## config.mk

```make
export PLATFORM = sky130hd
export DESIGN_NAME = branch_resolve_unit
export DESIGN_NICKNAME = d
export VERILOG_FILES = /design/src/rtl/branch_resolve_unit_pkg.sv /design/src/rtl/bru_target_calc.sv /design/src/rtl/branch_resolve_unit.sv
export SDC_FILE = /design/constraint.sdc
export NUM_CORES = 1
export LEC_CHECK = 0
export BUFFER_PORTS_ARGS = -buffer_cell sky130_fd_sc_hd__buf_2
export CORE_UTILIZATION = 43
export CTS_CLUSTER_SIZE = 8
export DETAILED_ROUTE_END_ITERATION = 8
export MAX_ROUTING_LAYER = met4
export PLACE_DENSITY = 0.71
export SETUP_SLACK_MARGIN = 0.15
export SYNTH_ARGS = -nofsm -noshare
export SYNTH_HDL_FRONTEND = slang
export SYNTH_HIERARCHICAL = 1
export SYNTH_SLANG_ARGS = --single-unit
```

## constraint.sdc

```tcl
create_clock -name clk -period 6.7 [get_ports clk]
set_input_delay 1.005 -clock clk [delete_from_list [all_inputs] [get_ports clk]]
set_output_delay 1.005 -clock clk [all_outputs]
set_load 0.01 [all_outputs]
```

## src/rtl/branch_resolve_unit_pkg.sv

```systemverilog
// Shared definitions for the branch resolve unit: bus widths, branch op codes,
// PHT counter encodings, redirect FSM states and the packed bus layouts.
// Combinational-only content; no latency or backpressure of its own.
package branch_resolve_unit_pkg;

    localparam int BRESULT_WD       = 68;
    localparam int BPU_TO_DS_BUS_WD = 36;

    localparam logic [3:0] BR_OP_BEQ  = 4'd0;
    localparam logic [3:0] BR_OP_BNE  = 4'd1;
    localparam logic [3:0] BR_OP_BGEZ = 4'd2;
    localparam logic [3:0] BR_OP_BGTZ = 4'd3;
    localparam logic [3:0] BR_OP_BLEZ = 4'd4;
    localparam logic [3:0] BR_OP_BLTZ = 4'd5;
    localparam logic [3:0] BR_OP_J    = 4'd6;
    localparam logic [3:0] BR_OP_JR   = 4'd7;

    localparam logic [1:0] W_TAKEN  = 2'b00;
    localparam logic [1:0] S_TAKEN  = 2'b01;
    localparam logic [1:0] WN_TAKEN = 2'b10;
    localparam logic [1:0] SN_TAKEN = 2'b11;

    typedef enum logic [1:0] {
        ST_IDLE     = 2'd0,
        ST_WAIT_DS  = 2'd1,
        ST_REDIRECT = 2'd2
    } bru_state_e;

    typedef struct packed {
        logic        pred_taken;
        logic [1:0]  pred_count;
        logic        pred_valid;
        logic [31:0] pred_target;
    } bpu_bus_t;

    typedef struct packed {
        logic [31:0] pc;
        logic [1:0]  old_count;
        logic        is_branch;
        logic        br_taken;
        logic [31:0] br_target;
    } bresult_t;

endpackage

```

## src/rtl/bru_target_calc.sv

```systemverilog
// Branch condition and target evaluation for one EXE-stage branch/jump.
// Purely combinational, zero latency; no handshake, always produces a result.
module bru_target_calc
    import branch_resolve_unit_pkg::*;
#(
    parameter int PC_WD = 32
) (
    input  logic [3:0]       br_op,
    input  logic [PC_WD-1:0] pc,
    input  logic [PC_WD-1:0] rs_val,
    input  logic [PC_WD-1:0] rt_val,
    input  logic [15:0]      imm16,
    input  logic [25:0]      instr_index,
    output logic             taken,
    output logic [PC_WD-1:0] target,
    output logic [PC_WD-1:0] seq_pc
);

    logic [PC_WD-1:0] pc4;
    logic [PC_WD-1:0] br_tgt;
    logic             rs_neg;
    logic             rs_zero;
    logic             ops_eq;

    assign pc4     = pc + PC_WD'(4);
    assign seq_pc  = pc + PC_WD'(8);
    assign br_tgt  = pc4 + PC_WD'({{14{imm16[15]}}, imm16, 2'b00});
    assign rs_neg  = rs_val[PC_WD-1];
    assign rs_zero = (rs_val == '0);
    assign ops_eq  = (rs_val == rt_val);

    always_comb begin
        taken  = 1'b0;
        target = br_tgt;
        case (br_op)
            BR_OP_BEQ:  taken = ops_eq;
            BR_OP_BNE:  taken = !ops_eq;
            BR_OP_BGEZ: taken = !rs_neg;
            BR_OP_BGTZ: taken = !rs_neg && !rs_zero;
            BR_OP_BLEZ: taken = rs_neg || rs_zero;
            BR_OP_BLTZ: taken = rs_neg;
            BR_OP_J: begin
                taken  = 1'b1;
                target = {pc4[PC_WD-1:PC_WD-4], instr_index, 2'b00};
            end
            BR_OP_JR: begin
                taken  = 1'b1;
                target = rs_val;
            end
            // Undefined ops behave as a never-taken non-branch.
            default:    target = '0;
        endcase
    end

endmodule

```

## src/rtl/branch_resolve_unit.sv

```systemverilog
// EXE-stage branch resolution: checks prediction, redirects fetch after the delay slot, trains PHT via BResult.
// BResult one cycle after fire; redirect issued once the delay slot is in ID, held until fetch accepts.
// Backpressure: br_allowin low while a redirect is pending. Optional BRU_PERF_CNT_EN adds fire/mispredict counters.
module branch_resolve_unit
    import branch_resolve_unit_pkg::*;
#(
    parameter int         PC_WD       = 32,
    parameter logic [1:0] NT_INIT_CNT = WN_TAKEN
) (
    input  logic                        clk,
    input  logic                        reset,
    input  logic                        es_br_valid,
    input  logic [PC_WD-1:0]            es_pc,
    input  logic [3:0]                  es_br_op,
    input  logic [PC_WD-1:0]            es_rs_val,
    input  logic [PC_WD-1:0]            es_rt_val,
    input  logic [15:0]                 es_imm16,
    input  logic [25:0]                 es_instr_index,
    input  logic [BPU_TO_DS_BUS_WD-1:0] es_bpu_bus,
    input  logic                        ds_valid,
    input  logic                        ws_flush,
    input  logic                        fs_redirect_ready,
    output logic                        br_allowin,
    output logic                        redirect_valid,
    output logic [PC_WD-1:0]            redirect_target,
    output logic                        flush_fs,
    output logic [BRESULT_WD-1:0]       BResult
`ifdef BRU_PERF_CNT_EN
    ,
    output logic [31:0]                 perf_br_cnt,
    output logic [31:0]                 perf_mis_cnt
`endif
);

    bpu_bus_t         bpu;
    bresult_t         bres_d;
    bru_state_e       state_q, state_d;
    logic             taken;
    logic [PC_WD-1:0] target;
    logic [PC_WD-1:0] seq_pc;
    logic             fire;
    logic             mispredict;
    logic             latch_en;
    logic [PC_WD-1:0] redirect_pc;

    assign bpu = es_bpu_bus;

    bru_target_calc #(.PC_WD(PC_WD)) u_target_calc (
        .br_op       (es_br_op),
        .pc          (es_pc),
        .rs_val      (es_rs_val),
        .rt_val      (es_rt_val),
        .imm16       (es_imm16),
        .instr_index (es_instr_index),
        .taken       (taken),
        .target      (target),
        .seq_pc      (seq_pc)
    );

    assign br_allowin = (state_q == ST_IDLE);
    assign fire       = es_br_valid && br_allowin;
    assign mispredict = bpu.pred_valid ? ((bpu.pred_taken != taken) ||
                                          (taken && (bpu.pred_target != target)))
                                       : taken;

    always_comb begin
        state_d        = state_q;
        latch_en       = 1'b0;
        redirect_valid = 1'b0;
        flush_fs       = 1'b0;
        case (state_q)
            ST_IDLE: begin
                if (fire && mispredict && !ws_flush) begin
                    latch_en = 1'b1;
                    state_d  = ds_valid ? ST_REDIRECT : ST_WAIT_DS;
                end
            end
            ST_WAIT_DS: begin
                if (ds_valid) state_d = ST_REDIRECT;
            end
            ST_REDIRECT: begin
                redirect_valid = !ws_flush;
                flush_fs       = !ws_flush;
                if (fs_redirect_ready) state_d = ST_IDLE;
            end
            default: state_d = ST_IDLE;
        endcase
        // A pipeline flush outranks any pending redirect.
        if (ws_flush) state_d = ST_IDLE;
    end

    always_ff @(posedge clk) begin
        if (reset) begin
            state_q     <= ST_IDLE;
            redirect_pc <= '0;
        end else begin
            state_q <= state_d;
            if (latch_en) redirect_pc <= taken ? target : seq_pc;
        end
    end

    assign redirect_target = redirect_pc;

    always_comb begin
        bres_d.pc        = es_pc;
        bres_d.old_count = bpu.pred_valid ? bpu.pred_count : NT_INIT_CNT;
        bres_d.is_branch = (es_br_op <= BR_OP_BLTZ);
        bres_d.br_taken  = taken;
        bres_d.br_target = target;
    end

    // Training record is independent of ws_flush: every fire is reported once.
    always_ff @(posedge clk) begin
        if (reset)     BResult <= '0;
        else if (fire) BResult <= bres_d;
        else           BResult <= '0;
    end

`ifdef BRU_PERF_CNT_EN
    always_ff @(posedge clk) begin
        if (reset) begin
            perf_br_cnt  <= '0;
            perf_mis_cnt <= '0;
        end else if (fire && !ws_flush) begin
            perf_br_cnt <= perf_br_cnt + 32'd1;
            if (mispredict) perf_mis_cnt <= perf_mis_cnt + 32'd1;
        end
    end
`endif

endmodule
```

After elaboration in Yosys (flattened, before gate mapping)

Index checks and enable logic that the tools add are counted.

$add $sub $neg: 3
Magnitude comparators: 1
Eq/ne operators: 15
Multiplexer cells: 13
Bitwise operators: 2
Reductions and logical operators: 20

Operators with widths:

| cell                  | count |
|---|---|
| $pmux 32 s3           | 1 |
| $add 32x3->32 const B | 1 |
| $add 32x32->32        | 1 |
| $add 32x4->32 const B | 1 |
| $eq 32x32->1          | 1 |
| $logic_not 32->1      | 1 |
| $mux 32               | 1 |
| $ne 32x32->1          | 1 |
| $eq 4x3->1 const B    | 4 |
| $mux 2                | 5 |
| $eq 4x2->1 const B    | 2 |
| $pmux 1 s7            | 1 |
| $pmux 2 s3            | 1 |
| $reduce_or 2->1       | 3 |
| $reduce_or 6->1       | 1 |
| $logic_and 1x1->1     | 5 |
| $eq 4x1->1 const B    | 1 |
| $le 4x3->1 const B    | 1 |
| $logic_not 1->1       | 4 |
| $logic_not 4->1       | 1 |
| $mux 1                | 4 |
| $ne 2x2->1 const B    | 2 |
| $reduce_and 3->1      | 1 |
| $reduce_or 3->1       | 1 |
| other kinds (7)       | 9 |

Register bits: 102
Input bits: 184
Output and inout bits: 103
Word-level logic and storage cells: 58

Depth between registers and ports, before layout

Gate-level depths: netlist of run 1.

Depth in word-level cells: 11
Gate-level depth with buffers: 24
Gate-level depth less buffers: 21

Cells and area by module

The synthesis of run 1 kept the hierarchy.

Modules (own cells, without submodules):

| module              | instances | cells an instance | area an instance (um2) | seq. area each (um2) |
|---|---|---|---|---|
| branch_resolve_unit | 1         | 392               | 4021.4                 | 2042.0 |
| bru_target_calc     | 1         | 563               | 3915.0                 | 0.0 |

Worst setup path before layout of run 1

OpenSTA, ideal clock, no wires.

Kind: input port to flip-flop
From: input es_pc[3]
To: register redirect_pc[11], in the netlist redirect_target[11]
Setup time: 0.146 ns
Arrival: 5.082 ns
Data required time: 6.554 ns
Slack: 1.472 ns
Stages: 22
Path buffers: 3
Path through: ha_1 nand4_1 nor2_2 and2_0 buf_1 nand4_1 xnor2_1 ha_1 a21oi_1 or3b_1 a21oi_1 nor2_1 or3_1 o221ai_1 xnor2_1 nand4_1 nor4_1 a311oi_2 buf_6 buf_6 a21oi_1 a211oi_2

RTL lines:

| element              | line                      | text |
|---|---|---|
| start, declared      | branch_resolve_unit.sv:13 | `input logic [PC_WD-1:0] es_pc,` |
| end signal, assigned | branch_resolve_unit.sv:98 | `if (latch_en) redirect_pc <= taken ? target : seq_pc;` |
| end, declared        | branch_resolve_unit.sv:44 | `logic [PC_WD-1:0] redirect_pc;` |

==> results.cfg, run 1 <==
[sta]
finalCritPeriodShare_pct = 88.7
fin_skew_ns = 0.00979
rsz0062_at_grt = false
fin_tns_setup_ns = 0
hold_violations = 0
slew_viol_final = 0
hold_ws_ns = 0.509
period_minus_slack_ns = 5.94
worstMarginPinSlew_ns = 1.18
setup_viol = 0
slew_headroom_pct = 21.4
fmax_mhz = 168

[route]
drc = 0
met1_length_mm = 13.1
highest_layer = met4
drt_iter0_drc = 989
routed-via-count = 8526
routed-wl-met2_mm = 13.8
final_antenna_net_count = 0
drt_wl_total_mm = 31.1
routed_via_density = 5.84
firstDrtPassIters = 5
wl_per_cell_um = 21.3
wl_met3_mm = 2.91

[power_and_ir_drop]
power_density_mw_per_mm2 = 183
p_leak_nw = 4.45
vdd.ir_drop.worst_uv = 137

[worst_setup_path]
startpoint_type = input port
path_max_fanout = 15
critPathKind = input port to flip-flop
cp.arrival_ns = 6.22
worstSetupEndpointType = flip-flop
required_ns = 6.98

[die]
die_w_um = 138
die_h_um = 138
start_util_pct = 44.0
top_level_ports = 287
core_mm2 = 0.0180
rows = 49
die-area_mm2 = 0.0190

[layout]
post-route-util_pct = 55.1
antennaDiodeCount = 0
multi_input_area_mm2 = 0.00554
fill_cells = 1717
synthToLayoutAreaGrowth_pct = 25.2
drive_gt1_share_pct = 30.4
regArea_mm2 = 0.00204
nNetsFinal = 1444

[grt]
grt_pass1_vias = 7854
grt.total_usage_pct = 33.3
grt_overflow = 0
grt_pass1_wl_mm = 45.1
antenna_found_initial = 0
grt_max_degree = 68

[clock_tree]
cts_root_buf = clkbuf_16
clockBufferDepth = 2
holdBufCountCts = 0
postCtsSetupRepairBufs = 0
clock_latency_ns = 0.37
clk_pin_slew_ns = 0.08
numCtsBuffers = 9
clock-sinks = 102
cts_resized = 0
cts_tree = built
h-tree-depth = 3

[yosys]
yosysSeqAreaShare_pct = 25.7
synthFlopType = dfxtp_1
synthTopCellsByArea = dfxtp_1 26%, xnor2_1 8.5%, xor2_1 6.6%
yosys.area.top_type_share_pct = 25.7
synth_async_sr_flop_share_pct = 0
synth_edf_count = 0
syn_area_per_cell_um2 = 8.31
yosysUniqueCellTypes = 72
syn_inst = 955
yosysWarnings = 6
synth_area_mm2 = 0.00794
yosysTopAreaCell = dfxtp_1
synth_nets = 1173
synth-seq-cells = 102

[job]
maxCapViolCount = 0

[placed_design]
port_buffers = 286
dp_hpwl_mm = 25.1
routabilityCongestion = 1.00

[outcome]
outcome = finished clean

[hold_path]
hold_class = flip-flop to flip-flop
-- worst max-delay path, stage by stage --
cell      delay (ns)
buf_2           0.16
ha_1            0.25
nand4_1         0.17
nor2_2          0.22
and2_0          0.37
nand4_1         0.16
xnor2_1         0.29
ha_1            0.32
a21oi_1         0.25
or3b_1          0.38
a21oi_1         0.25
nor2_1          0.10
or3_1           0.38
o221ai_1        0.33
xnor2_1         0.14
nand4_1         0.09
nor4_1          0.06
buf_4           0.14
a311oi_4        0.49
buf_4           0.30
a21oi_1         0.10
a211oi_1        0.23
-- cells by family after synthesis --
kind of cell / count (synthesis) / share of synthesized area, %
AND/OR/NAND/NOR: 334 / 23.6
AO/OA/AOI/OAI: 248 / 22.3
XOR/XNOR: 138 / 15.3
flip-flops: 102 / 25.7
buffers and inverters: 76 / 4.71
adder cells (fa/ha/maj): 34 / 5.45
multiplexers: 23 / 2.90
-- Yosys cell counts, types with 4 or more instances --
cell type / count
or3_1: 7
nand3_1: 28
o21bai_1: 7
buf_6: 6
buf_2: 4
and2_1: 72
nor2_1: 45
inv_1: 15
nand4_1: 22
nor4_1: 18
a211oi_1: 30
nand3b_1: 4
nand2_1: 47
and4_1: 4
xor2_1: 60
a21oi_1: 72
a221oi_1: 4
o31ai_1: 33
and3_1: 10
ha_1: 33
clkbuf_1: 41
a31oi_1: 6
nand2b_1: 40
o22ai_1: 7
o21ai_0: 18
dfxtp_1: 102
mux2i_1: 23
nor3_1: 12
a21o_1: 16
a211oi_2: 18
xnor2_1: 77
o211ai_1: 4
o21a_1: 5
nor2b_1: 7
buf_4: 5
o221ai_1: 4
-- final cells by class --
class | count | area share, %
Timing Repair Buffer | 321 | 17.3
Tap cell | 229 | 2.88
Sequential cell | 102 | 20.6
Inverter | 15 | 0.567
Multi-Input combinational cell | 777 | 55.8
Clock buffer | 9 | 2.27
Clock inverter | 7 | 0.655
-- layout by cell type, fill, tap and decap left out, types with 9 or more instances in the layout --
cell       instances
a211oi_1          30
a211oi_2          18
a21o_1            16
a21oi_1           72
and2_1            72
and3_1            10
buf_2            286
buf_4             33
clkbuf_16          9
dfxtp_1          102
ha_1              33
inv_1             15
mux2i_1           23
nand2_1           47
nand2b_1          40
nand3_1           28
nand4_1           22
nor2_1            44
nor3_1            12
nor4_1            18
o21ai_0           18
o31ai_1           33
xnor2_1           77
xor2_1            60
-- per-layer routing --
metal | track usage, % | vias up
met2 | 50.2 | 472
met5 | - | -
met3 | 6.32 | 80
met4 | 14.1 | 0
met1 | 43.2 | 3978
li1 | - | 3996
-- path summary, 6_finish.rpt --
kind,start,end,slack [ns],depth (start not counted)
hold reg to reg,state_q[1],state_q[0],0.51,1
setup / recovery,es_pc[3],redirect_target[27],0.76,22
setup reg to reg,state_q[1],BResult[15],4.65,4
hold / removal,state_q[1],state_q[0],0.51,1
-- flip-flops by register name, indices dropped and copies added (netlist names) --
name and count:
BResult 68, state_q 2, redirect_target 32
-- report_power, final --
part           internal (W)  switching [W]
Sequential         0.000636      0.0000117
Clock              0.000262       0.000265
Combinational      0.000261       0.000385
Total               0.00116       0.000662
-- through the flow --
step / instances / total power (W) / cell area [um^2] / setup slack [ns]
finish: 1460 / 0.00182 / 9930 / 0.758
detailed placement: 1444 / 0.00129 / 9640 / 0.506
CTS: 1460 / 0.00181 / 9930 / 0.837
global placement: 1444 / 0.00129 / 9640 / 0.557
floorplan: 955 / 0.00103 / 7940 / 1.47
global route: 1460 / 0.00190 / 9930 / 0.361
Power figures use the tool's default switching activity.
==> run 2, diff against run 1 <==
Settings changed: CAP_MARGIN set to 10, CTS_BUF_LIST set to sky130_fd_sc_hd__clkbuf_2.
==> run 2 against run 1 <==
Against the previous run: setup slack gained 0.35 ns; design area shrank 1.8%; sequential share of layout area is 0.38 points higher; wire length is 0.61% lower; total power is 12% lower; largest power group unchanged; final cell count stayed put; clock skew is 0.042 ns higher; worst hold slack worse by 0.036 ns; die area unchanged; highest routed layer unchanged; core utilization shrank 1.0 points.
==> results.cfg, run 2 (synthesis results as in run 1) <==
[worst_setup_path]
startpoint_type = input port
cp-endpoint = redirect_target[27]
path_cells = buf_2 -> ha_1 -> nand4_1 -> nor2_2 -> and2_0 -> nand4_1 -> xnor2_1 -> ha_1 -> a21oi_1 -> or3b_1 -> a21oi_1 -> nor2_1 -> or3_1 -> o221ai_1 -> xnor2_1 -> nand4_1 -> nor4_1 -> buf_4 -> a311oi_4 -> buf_4 -> a21oi_1 -> a211oi_1
rr_endpoint = BResult[43]
cp.arrival_ns = 6.19
rr_worst_depth = 4
crit_start = es_pc[3]
r2r_start = state_q[1]
reg2reg_setup_slack_ns = 4.54
max_stage_delay_ns = 0.49
cp_slowest_cell = a311oi_4
worstSetupEndpointType = flip-flop
path_max_fanout = 15
critPathKind = input port to flip-flop
required_ns = 7.30

[layout]
synthToLayoutAreaGrowth_pct = 22.9
regArea_mm2 = 0.00204
layout_common_cells = 286 x buf_2, 102 x dfxtp_1, 77 x xnor2_1
drive_gt1_share_pct = 30.4
fill_cells = 1747
nNetsFinal = 1444
largest_register_ffs = 68
top_register = BResult
layout_commonest_cell = buf_2
multi_input_area_mm2 = 0.00554
antennaDiodeCount = 0

[die]
die_h_um = 138
core_mm2 = 0.0180
top_level_ports = 287
die-area_mm2 = 0.0190
die_w_um = 138
rows = 49
start_util_pct = 44.0

[grt]
grt_pass1_wl_mm = 45.1
grt_pass1_vias = 7773
antenna_found_initial = 0
grt_overflow = 0
grt_max_degree = 68
grt.total_usage_pct = 33.0

[clock_tree]
clk_pin_slew_ns = 0.32
h-tree-depth = 3
clock-sinks = 102
cts_root_buf = clkbuf_2
clock_latency_ns = 0.67
cts_resized = 0
clockBufferDepth = 2
holdBufCountCts = 0
postCtsSetupRepairBufs = 0
numCtsBuffers = 9
cts_tree = built

[sta]
rsz0062_at_grt = false
worstMarginPinSlew_ns = 1.17
fin_tns_setup_ns = 0
period_minus_slack_ns = 5.59
slew_headroom_pct = 21.8
slew_viol_final = 0
hold_ws_ns = 0.473
fin_skew_ns = 0.0522
fmax_mhz = 179
finalCritPeriodShare_pct = 83.4
hold_violations = 0
setup_viol = 0

[job]
maxCapViolCount = 0

[power_and_ir_drop]
p_leak_nw = 4.37
vdd.ir_drop.worst_uv = 145
power_w = 0.00159
power_density_mw_per_mm2 = 163

[route]
drt_wl_total_mm = 30.9
firstDrtPassIters = 5
drt_iter0_drc = 903
wl_per_cell_um = 21.2
drc = 0
routed_via_density = 5.77
final_antenna_net_count = 0
routed-via-count = 8424

[outcome]
outcome = finished clean

[placed_design]
routabilityCongestion = 1.00
dp_hpwl_mm = 25.1
port_buffers = 286

[hold_path]
hold_class = input port to flip-flop
-- run 2: through the flow --
step | area (um^2) | std cells | setup WS, ns | utilization [%]
2_1_floorplan | 7940 | 955 | 1.47 | -
3_3_place_gp | 9640 | 1444 | 0.557 | 53.5
3_5_place_dp | 9640 | 1444 | 0.506 | 53.5
4_1_cts | 9750 | 1460 | 1.20 | 54.1
5_1_grt | 9750 | 1460 | 0.731 | 54.1
6_report | 9750 | 1460 | 1.11 | 54.1
-- run 2: metal layers --
layer	share of wire, %	wire length, um	up-vias	global-route usage [%]
met5	0	0	-	-
met4	3.2	994	0	12.1
met3	8.8	2720	56	5.08
met2	45	13900	448	50.9
met1	43	13300	3922	43.4
li1	-	-	3998	-
-- run 2: worst min path at each step --
stage / end / start / cells past startpoint / slack, ns
after global placement: state_q[0] / state_q[1] / 1 / 0.48
after floorplan: state_q[0] / state_q[1] / 1 / 0.46
final: state_q[0] / ds_valid / 2 / 0.47
after global routing: state_q[0] / ds_valid / 2 / 0.41
after CTS: state_q[0] / ds_valid / 2 / 0.42
after detailed placement: state_q[0] / state_q[1] / 1 / 0.49
-- run 2: cell type report --
| class | instances | share of cell area, % |
|---|---|---|
| Clock buffer | 9 | 0.462 |
| Clock inverter | 7 | 0.667 |
| Inverter | 15 | 0.577 |
| Multi-Input combinational cell | 777 | 56.8 |
| Sequential cell | 102 | 20.9 |
| Tap cell | 229 | 2.94 |
| Timing Repair Buffer | 321 | 17.6 |
-- run 2: power by group --
part	switching [W]	internal, W	total [W]
logic	0.000382	0.000261	0.000643
clock network	0.000241	0.0000603	0.000301
registers	0.0000117	0.000639	0.000651
total	0.000634	0.000960	0.00159
-- run 2: critical path, delay by kind of cell --
family	cells	cell delay [ns]
xor gates and xnor gates	2	0.43
buffers and inverters	3	0.60
adders and majority gates	2	0.59
and+or+nand+nor	9	1.91
AOI/OAI and AO/OA	6	1.62
